[config.mk]
export PLATFORM = sky130hd
export DESIGN_NAME = cabac_engine_ctrl
export DESIGN_NICKNAME = d
export VERILOG_FILES = /design/src/rtl/cabac_pkg.sv /design/src/rtl/cabac_byte_merge.sv /design/src/rtl/cabac_engine_ctrl.sv
export SDC_FILE = /design/constraint.sdc
export NUM_CORES = 1
export LEC_CHECK = 0
export ABC_CLOCK_PERIOD_IN_PS = 5520
export BUFFER_PORTS_ARGS = -buffer_cell sky130_fd_sc_hd__buf_4
export CORE_MARGIN = 1.5
export CORE_UTILIZATION = 55
export DETAILED_ROUTE_END_ITERATION = 8
export HOLD_SLACK_MARGIN = 0.02
export PLACE_DENSITY_LB_ADDON = 0.1
export SLEW_MARGIN = 20
export SYNTH_ARGS = -nofsm -noshare
export SYNTH_HDL_FRONTEND = slang
export SYNTH_HIERARCHICAL = 1
export SYNTH_SLANG_ARGS = --single-unit
[constraint.sdc]
create_clock -name clk -period 5.52 [get_ports clk]
set_input_delay 0.828 -clock clk [delete_from_list [all_inputs] [get_ports clk]]
set_output_delay 0.828 -clock clk [all_outputs]
set_load 0.01 [all_outputs]
[src/rtl/cabac_pkg.sv]
// Shared definitions for the CABAC arithmetic-decoder engine.
//   eng_state_t       : engine control states
//   VALUE_W, RANGE_W  : default widths of m_value / m_range
//   RANGE_INIT        : m_range after slice initialisation
//   BITS_NEEDED_INIT  : bits_needed after slice initialisation (5-bit signed)
package cabac_pkg;

  localparam int unsigned VALUE_W = 16;
  localparam int unsigned RANGE_W = 9;

  localparam logic [RANGE_W-1:0] RANGE_INIT       = 9'd510;
  localparam logic signed [4:0]  BITS_NEEDED_INIT = -5'sd8;

  typedef enum logic [2:0] {
    IDLE,
    INIT_HI,
    INIT_LO,
    READY,
    REFILL
  } eng_state_t;

endpackage

[src/rtl/cabac_byte_merge.sv]
// Combinational byte merge used by both the in-line refill (READY accept)
// and the stalled refill (REFILL exit).
//   value_i : m_value before the merge
//   byte_i  : incoming bitstream byte
//   sum_i   : bit position to insert the byte at (0..5 when used)
//   value_o : value_i + (byte_i << sum_i), modulo 2^VALUE_W
//   bits_o  : sum_i - 8, the new bits_needed
module cabac_byte_merge #(
  parameter int unsigned VALUE_W = 16
) (
  input  logic [VALUE_W-1:0] value_i,
  input  logic [7:0]         byte_i,
  input  logic signed [4:0]  sum_i,
  output logic [VALUE_W-1:0] value_o,
  output logic signed [4:0]  bits_o
);

  logic [VALUE_W-1:0] shifted;

  always_comb begin
    shifted = VALUE_W'(byte_i) << $unsigned(sum_i);
    value_o = value_i + shifted;
    bits_o  = sum_i - 5'sd8;
  end

endmodule

[src/rtl/cabac_engine_ctrl.sv]
// CABAC arithmetic-decoder engine control. Holds m_range, m_value and the
// signed bits_needed counter, loads the first two slice bytes, presents the
// engine state to the combinational bin decoder and commits its result,
// refilling m_value from the byte stream once bits_needed reaches >= 0.
//   init_start                        : restart slice initialisation
//   byte_valid/byte_data/byte_ready   : bitstream byte handshake
//   bin_req_valid/pstate/ready        : regular-bin request handshake
//   dec_range/value/pstate            : state driven to the bin decoder
//   dec_range_in/value_in/numbits/bin/lps : bin decoder results
//   bin_valid/bin_out/bin_is_lps      : registered decoded bin
//   busy                              : engine not in READY
module cabac_engine_ctrl import cabac_pkg::*; #(
  parameter int unsigned VALUE_W = 16,
  parameter int unsigned RANGE_W = 9
) (
  input  logic               clk,
  input  logic               rst_n,
  input  logic               init_start,
  input  logic               byte_valid,
  input  logic [7:0]         byte_data,
  output logic               byte_ready,
  input  logic               bin_req_valid,
  input  logic [7:0]         bin_req_pstate,
  output logic               bin_req_ready,
  output logic [RANGE_W-1:0] dec_range,
  output logic [VALUE_W-1:0] dec_value,
  output logic [7:0]         dec_pstate,
  input  logic [RANGE_W-1:0] dec_range_in,
  input  logic [VALUE_W-1:0] dec_value_in,
  input  logic [2:0]         dec_numbits,
  input  logic [1:0]         dec_bin,
  input  logic               dec_lps,
  output logic               bin_valid,
  output logic               bin_out,
  output logic               bin_is_lps,
  output logic               busy
);

  eng_state_t         state_q, state_d;
  logic [RANGE_W-1:0] range_q, range_d;
  logic [VALUE_W-1:0] value_q, value_d;
  logic signed [4:0]  bits_q, bits_d;
  logic               bin_valid_q, bin_valid_d;
  logic               bin_out_q, bin_out_d;
  logic               bin_is_lps_q, bin_is_lps_d;

  logic signed [4:0]  sum;
  logic [VALUE_W-1:0] merge_value_in, merge_value_out;
  logic signed [4:0]  merge_sum, merge_bits;
  logic               unused_bin_hi;

  assign unused_bin_hi = dec_bin[1];

  // bits_needed is -8..-1 in READY and numbits is 0..6, so sum fits 5 bits.
  assign sum = bits_q + $signed({2'b00, dec_numbits});

  // In REFILL, bits_q holds the non-negative sum from the stalled accept.
  cabac_byte_merge #(.VALUE_W(VALUE_W)) u_merge (
    .value_i (merge_value_in),
    .byte_i  (byte_data),
    .sum_i   (merge_sum),
    .value_o (merge_value_out),
    .bits_o  (merge_bits)
  );

  always_comb begin
    state_d        = state_q;
    range_d        = range_q;
    value_d        = value_q;
    bits_d         = bits_q;
    bin_valid_d    = 1'b0;
    bin_out_d      = bin_out_q;
    bin_is_lps_d   = bin_is_lps_q;
    byte_ready     = 1'b0;
    bin_req_ready  = 1'b0;
    merge_value_in = value_q;
    merge_sum      = bits_q;

    if (init_start) begin
      state_d = INIT_HI;
    end else begin
      case (state_q)
        IDLE: ;
        INIT_HI: begin
          byte_ready = 1'b1;
          if (byte_valid) begin
            value_d = VALUE_W'(byte_data);
            state_d = INIT_LO;
          end
        end
        INIT_LO: begin
          byte_ready = 1'b1;
          if (byte_valid) begin
            value_d = VALUE_W'({value_q[7:0], byte_data});
            range_d = RANGE_W'(RANGE_INIT);
            bits_d  = BITS_NEEDED_INIT;
            state_d = READY;
          end
        end
        READY: begin
          bin_req_ready = 1'b1;
          if (bin_req_valid) begin
            bin_valid_d    = 1'b1;
            bin_out_d      = dec_bin[0];
            bin_is_lps_d   = dec_lps;
            range_d        = dec_range_in;
            merge_value_in = dec_value_in;
            merge_sum      = sum;
            if (sum[4]) begin
              value_d = dec_value_in;
              bits_d  = sum;
            end else begin
              byte_ready = 1'b1;
              if (byte_valid) begin
                value_d = merge_value_out;
                bits_d  = merge_bits;
              end else begin
                value_d = dec_value_in;
                bits_d  = sum;
                state_d = REFILL;
              end
            end
          end
        end
        REFILL: begin
          byte_ready = 1'b1;
          if (byte_valid) begin
            value_d = merge_value_out;
            bits_d  = merge_bits;
            state_d = READY;
          end
        end
        default: state_d = IDLE;
      endcase
    end
  end

  always_ff @(posedge clk or negedge rst_n) begin
    if (!rst_n) begin
      state_q      <= IDLE;
      range_q      <= RANGE_W'(RANGE_INIT);
      value_q      <= '0;
      bits_q       <= BITS_NEEDED_INIT;
      bin_valid_q  <= 1'b0;
      bin_out_q    <= 1'b0;
      bin_is_lps_q <= 1'b0;
    end else begin
      state_q      <= state_d;
      range_q      <= range_d;
      value_q      <= value_d;
      bits_q       <= bits_d;
      bin_valid_q  <= bin_valid_d;
      bin_out_q    <= bin_out_d;
      bin_is_lps_q <= bin_is_lps_d;
    end
  end

  assign dec_range  = range_q;
  assign dec_value  = value_q;
  assign dec_pstate = bin_req_pstate;
  assign bin_valid  = bin_valid_q;
  assign bin_out    = bin_out_q;
  assign bin_is_lps = bin_is_lps_q;
  assign busy       = (state_q != READY);

endmodule

Word level (Yosys, flattened, before mapping)
Cells that the tools add are included.

operators by class
  reduce and logical (&&, ||, !) cells = 11
  multiplexer cells = 38
  shift-type cells = 1
  equal/unequal tests = 15
  bitwise gates (word level) = 1
  $add $sub $neg = 3

operators by type and width
  kind                                                                      number
  16-bit 2-to-1 mux                                                         9
  16-bit case mux with 4 select lines                                       1
  5-bit 2-to-1 mux                                                          8
  3-bit 2-to-1 mux                                                          6
  9-bit 2-to-1 mux                                                          2
  9-bit case mux with 2 select lines                                        1
  16-bit adder                                                              1
  8-bit by 5-bit << shifter with 16-bit output                              1
  5-bit case mux with 3 select lines                                        1
  3-bit inequality test (second input constant)                             4
  3-bit case mux with 4 select lines                                        1
  6-bit AND reduction                                                       2
  2-bit inequality test (second input constant)                             5
  1-bit 2-to-1 mux                                                          8
  3-bit by 2-bit == test with 1-bit output (second input constant)          2
  5-bit by 4-bit adder with 5-bit output                                    1
  5-bit AND reduction                                                       1
  5-bit subtractor (second input constant)                                  1
  4-bit AND reduction                                                       1
  4-bit nonzero test                                                        1
  3-bit by 1-bit == test with 1-bit output (second input constant)          1
  3-bit == test (second input constant)                                     1
  3-bit logical NOT                                                         1
  3-bit by 1-bit inequality test with 1-bit output (second input constant)  1
  8 further kinds                                                           8

word-level totals
  logic and storage cells = 76
  flip-flop bits (word level) = 36
  output and inout port bits = 39
  input bits = 52

Depth between registers and ports, before layout
  depth after elaboration = 10
  depth in mapped cells = 25
  mapped depth without buffers = 22

Cells and area by module
Netlist, hierarchy kept.

by module, submodules not included
  module             cells each  sequential area each (um2)  times used  area each (um2)
  cabac_engine_ctrl  292         913.4                       1           2,537.4
  cabac_byte_merge   178         0.0                         1           1,246.2

Worst setup path after synthesis
Ideal clock, no wire load.

  kind = in2reg
  start point = input port byte_valid
  end point = register value_q[11], in the netlist dec_value[11]
  data required time = 5,390 ps
  data arrival time = 4,689 ps
  slack = 701 ps
  buffers on the path = 2
  stages = 23
  library setup time = 130 ps
  cell sequence = nand4bb_1 > a31oi_4 > nand2_4 > inv_2 > buf_2 > nand2_1 > nand2_1 > buf_6 > mux2_2 > nor2_1 > a21oi_1 > mux2_2 > nor3b_1 > ha_1 > a211o_1 > a31o_1 > a211oi_2 > nand3b_1 > nand2_1 > xnor2_1 > a22o_1 > a22oi_1 > o21ai_1

on the way
  longest elaborated chain between the ends = 4
  elaborated cells on any way between the ends = 8
  classes of those cells = 3 x eq/ne; 4 x mux; 1 x reduce/logical

ends and longest elaborated chain
  item                                 RTL line                  RTL
  from (decl)                          cabac_engine_ctrl.sv:19   input logic byte_valid,
  16-bit 2-to-1 mux                    cabac_engine_ctrl.sv:114  if (byte_valid) begin
  16-bit 2-to-1 mux                    cabac_engine_ctrl.sv:109  if (sum[4]) begin
  16-bit 2-to-1 mux                    cabac_engine_ctrl.sv:102  if (bin_req_valid) begin
  16-bit case mux with 4 select lines  cabac_engine_ctrl.sv:82   case (state_q)
  to (signal assigned)                 cabac_engine_ctrl.sv:150  value_q <= value_d;
  to (decl)                            cabac_engine_ctrl.sv:41   logic [VALUE_W-1:0] value_q, value_d;

Several ways; a longest one is shown, not always the timed one. The select of a mux whose other input is x is not followed.
A chain may end at the register's enable or synchronous reset.

Final worst setup path
  start point = input port dec_numbits[0]
  end point = register value_q[12], in the netlist dec_value[12]

on the way
  longest elaborated chain between the ends = 10
  elaborated cells on any way between the ends = 11
  classes of those cells = 2 x add/sub; 1 x shift; 8 x mux

ends and longest elaborated chain
  item                                              RTL line                  RTL
  from (decl)                                       cabac_engine_ctrl.sv:30   input logic [2:0] dec_numbits,
  5-bit by 4-bit adder with 5-bit output (*)        cabac_engine_ctrl.sv:55   assign sum = bits_q + $signed({2'b00, dec_numbits});
  5-bit 2-to-1 mux (*)                              cabac_engine_ctrl.sv:102
  5-bit 2-to-1 mux (*)                              cabac_engine_ctrl.sv:82
  5-bit 2-to-1 mux (*)                              cabac_engine_ctrl.sv:79   if (init_start) begin
  named net merge_sum[4]                            cabac_engine_ctrl.sv:49   logic signed [4:0] merge_sum, merge_bits;
  8-bit by 5-bit << shifter with 16-bit output (*)  cabac_byte_merge.sv:21    shifted = VALUE_W'(byte_i) << $unsigned(sum_i);
  16-bit adder (*)                                  cabac_byte_merge.sv:22    value_o = value_i + shifted;
  named net merge_value_out[12]                     cabac_engine_ctrl.sv:48   logic [VALUE_W-1:0] merge_value_in, merge_value_out;
  16-bit 2-to-1 mux                                 cabac_engine_ctrl.sv:114
  16-bit 2-to-1 mux                                 cabac_engine_ctrl.sv:109
  16-bit 2-to-1 mux                                 cabac_engine_ctrl.sv:102
  16-bit case mux with 4 select lines (*)           cabac_engine_ctrl.sv:82

The timed path passes the listed nets; every way through them passes the cells marked *. The select of a mux whose other input is x is not followed.

==> flow_summary_export.csv <==
group,metric,value,unit
synthesis,synth_top_area_share,17.2,%
synthesis,async_reset_ff_share,100,%
cts,cts_resized,0,
routing,route.detailed.drc,0,
setup_path,cp-end-kind,"register",
grt,gr-usage-all-layers,28.7,%
synthesis,synthTopCellsByCount,"64 x nand2_1, 50 x nor2_1, 30 x a21oi_1, 29 x inv_1, 27 x o21ai_0",
synthesis,synth-edff-count,0,
placement,placed_area,0.00431,sq mm
cts,root_buffer,"clkbuf_8",
synthesis,yosys-top-cells-area,"dfrtp_1 17%, dfstp_2 6.9%, mux2i_1 6.9%",
placement,io_buffers,73,
timing,timing.fmax,202,MHz
layout,antennaDiodeCount,0,
setup_path,cp_max_fo,4,
synthesis,syn_nets,542,
layout,nNetsFinal,600,
synthesis,synth_area,0.00378,sq mm
power,swShare,45.1,%
cts,clk_path_buf_depth,2,
cts,cts_hold_buf,0,
power,finalPower,1.96,mW
routing,top_layer_used,"met4",
power,p_comb_share,63.9,%
routing,wl_met1,4.64,mm
setup_path,cp_data_arrival_time,5.12,ns
run,cap_violations,0,
power,p_sw,0.883,mW
floorplan,initial_utilization,56.3,%
timing,rsz0062_at_grt,"false",
timing,finalHoldViolCount,0,
power,intPower,1.07,mW
timing,setup_ws,0.575,ns
timing,final.setup.tns,0,ns
synthesis,ys.flop_type,"dfrtp_1",
setup_path,critical_path_class,"in -> reg",
placement,dp_hpwl,7.91,mm
synthesis,yosysSeqAreaShare,24.1,%
cts,htreeDepth,2,
timing,post-route-period-util,89.6,%
setup_path,critPathLaunchType,"input pin",
routing,wl_per_cell,17.0,um
floorplan,rows,30,
layout,syn_to_final_growth,16.7,%
floorplan,ioPinCount,91,
timing,worst_slew_pin_slew,0.803,ns
layout,fin_area,0.00442,sq mm
synthesis,yosys_warnings,6,
routing,vias,3639,
timing,finalSetupViolations,0,
routing,ant_nets,0,
routing,drtPass1Iterations,5,
timing,hold-worst-slack,0.481,ns
power,clockPowerShare,12.4,%
cts,cts_tree,"yes",
cts,clk_pin_slew_worst_paths,0.08,ns
grt,grt_max_degree,37,
placement,pre_cts_slack,0.312,ns
power,irDropWorstVdd,0.000239,V
layout,n_fill_cell,589,
floorplan,core,0.00672,sq mm
floorplan,die-area,0.00739,sq mm
timing,drv_slew,0,
cts,cts_made_buffers,5,
setup_path,worstPathRequired,5.70,ns
timing,fin_crit,4.95,ns
cts,clk-insertion-delay-late,0.30,ns
grt,gr-total-overflow,0,
routing,routed_via_density,5.98,
routing,wl_met3,444,um
routing,drt_iter0_drc,192,
grt,grt_pass1_vias,3541,
synthesis,yosysMostFrequentCell,"nand2_1",
synthesis,ys_ff_latch,36,
timing,fin_skew,0.00670,ns
synthesis,synth_cells,470,
grt,grt_pass1_wl,16.9,mm
routing,met2_length,5.02,mm
timing,maxSlewHeadroom,46.1,%
outcome,outcome,"complete, no violations",
min_path,hold_path_class,"reg -> reg",
synthesis,yosys.area.top_type,"dfrtp_1",
cts,cts_setup_buffers,0,
cts,clock_sinks,36,
power,p_per_area,443,mW/mm^2
floorplan,die_h,85.9,um
routing,drt-total-wl,10.3,mm
power,seq_power_share,23.7,%
grt,antenna_found_initial,0,
synthesis,ys_types,71,
floorplan,die_w,85.9,um
power,p_leak,2.09,nW
layout,drive_gt1_share,24.4,%
synthesis,syn_area_per_cell,8.05,sq um
placement,globalplace.congestion,0.914,
-- registers in the layout, summed over array words and instances, names as in the netlist --
signal,cells
bin_valid,1
bits_q,5
bin_out,1
state_q,3
dec_value,16
bin_is_lps,1
dec_range,9
-- cells by family after synthesis --
family	synth area share, %
multiplexers	9.95
adder cells (fa/ha/maj)	7.01
flip-flops	24.1
AO/OA/AOI/OAI	24.8
XOR/XNOR	3.70
AND/OR/NAND/NOR	21.8
buffers and inverters	8.60
-- final cells by class --
cell class	count	area, sq um	share of cell area [%]
flip-flops and latches	36	913	20.7
inverters	31	116	2.63
clock inverters	3	42.5	0.963
repair buffers	84	631	14.3
well taps	80	100	2.27
clock buffers	5	68.8	1.56
multi-input cells	370	2540	57.6
-- cells in the final DEF, fill, tap and decap left out, types with 7 or more instances in the layout --
cell type,instances
a221o_1,10
mux2i_1,26
inv_1,29
a22o_1,8
nor2b_1,11
a21oi_1,30
ha_1,18
xnor2_1,13
a22oi_1,12
nor2_1,50
dfrtp_1,26
mux2_2,7
buf_4,84
nand2_1,64
o21ai_0,27
dfstp_2,10
-- worst max-delay path: stages --
cell       delay (ns)
buf_4            0.08
ha_1             0.17
inv_1            0.07
fa_1             0.40
nor2b_1          0.23
o21ai_0          0.12
nor2_1           0.12
xor2_1           0.11
or3_1            0.45
nor3_1           0.18
ha_1             0.27
inv_1            0.08
fa_1             0.40
nor2b_1          0.17
o2111ai_1        0.16
a21oi_1          0.30
o21ai_0          0.15
a31o_2           0.26
o31a_1           0.12
a22o_1           0.21
a22oi_1          0.13
o21ai_0          0.11
-- metrics by stage --
| step | std cells | utilization (%) |
|---|---|---|
| 2_1_floorplan | 470 | - |
| 3_3_place_gp | 601 | 64.1 |
| 3_5_place_dp | 601 | 64.1 |
| 4_1_cts | 609 | 65.7 |
| 5_1_grt | 609 | 65.7 |
| 6_report | 609 | 65.7 |
-- power groups by stage --
stage | logic [mW] | clock network (mW) | registers (mW)
2_1_floorplan | 0.888 | 0 | 0.465
3_3_place_gp | 1.21 | 0 | 0.466
3_5_place_dp | 1.24 | 0 | 0.467
4_1_cts | 1.24 | 0.243 | 0.462
5_1_grt | 1.39 | 0.254 | 0.473
6_report | 1.25 | 0.243 | 0.464
-- per-layer routing --
layer	GRT usage (%)	up-vias
met5	0	-
li1	-	1778
met3	3.66	24
met2	48.5	110
met4	10.4	0
met1	37.7	1727
-- path summary, 6_finish.rpt --
kind                                        startpoint                        end  slack (ns)  cells after the start
worst min-delay path               bin_out$_DFFE_PN0P_        bin_out$_DFFE_PN0P_        0.48                      2
min in group asynchronous                        rst_n      bits_q[2]$_DFFE_PN0P_        0.49                      1
worst min register to register     bin_out$_DFFE_PN0P_        bin_out$_DFFE_PN0P_        0.48                      2
max in group asynchronous                        rst_n   dec_range[7]$_DFFE_PN1P_        4.67                      1
worst max-delay path                    dec_numbits[0]  dec_value[12]$_DFFE_PN0P_        0.57                     22
worst max register to register  state_q[0]$_DFFE_PN0P_  dec_value[11]$_DFFE_PN0P_        0.61                     21
Power figures use the tool's default switching activity.
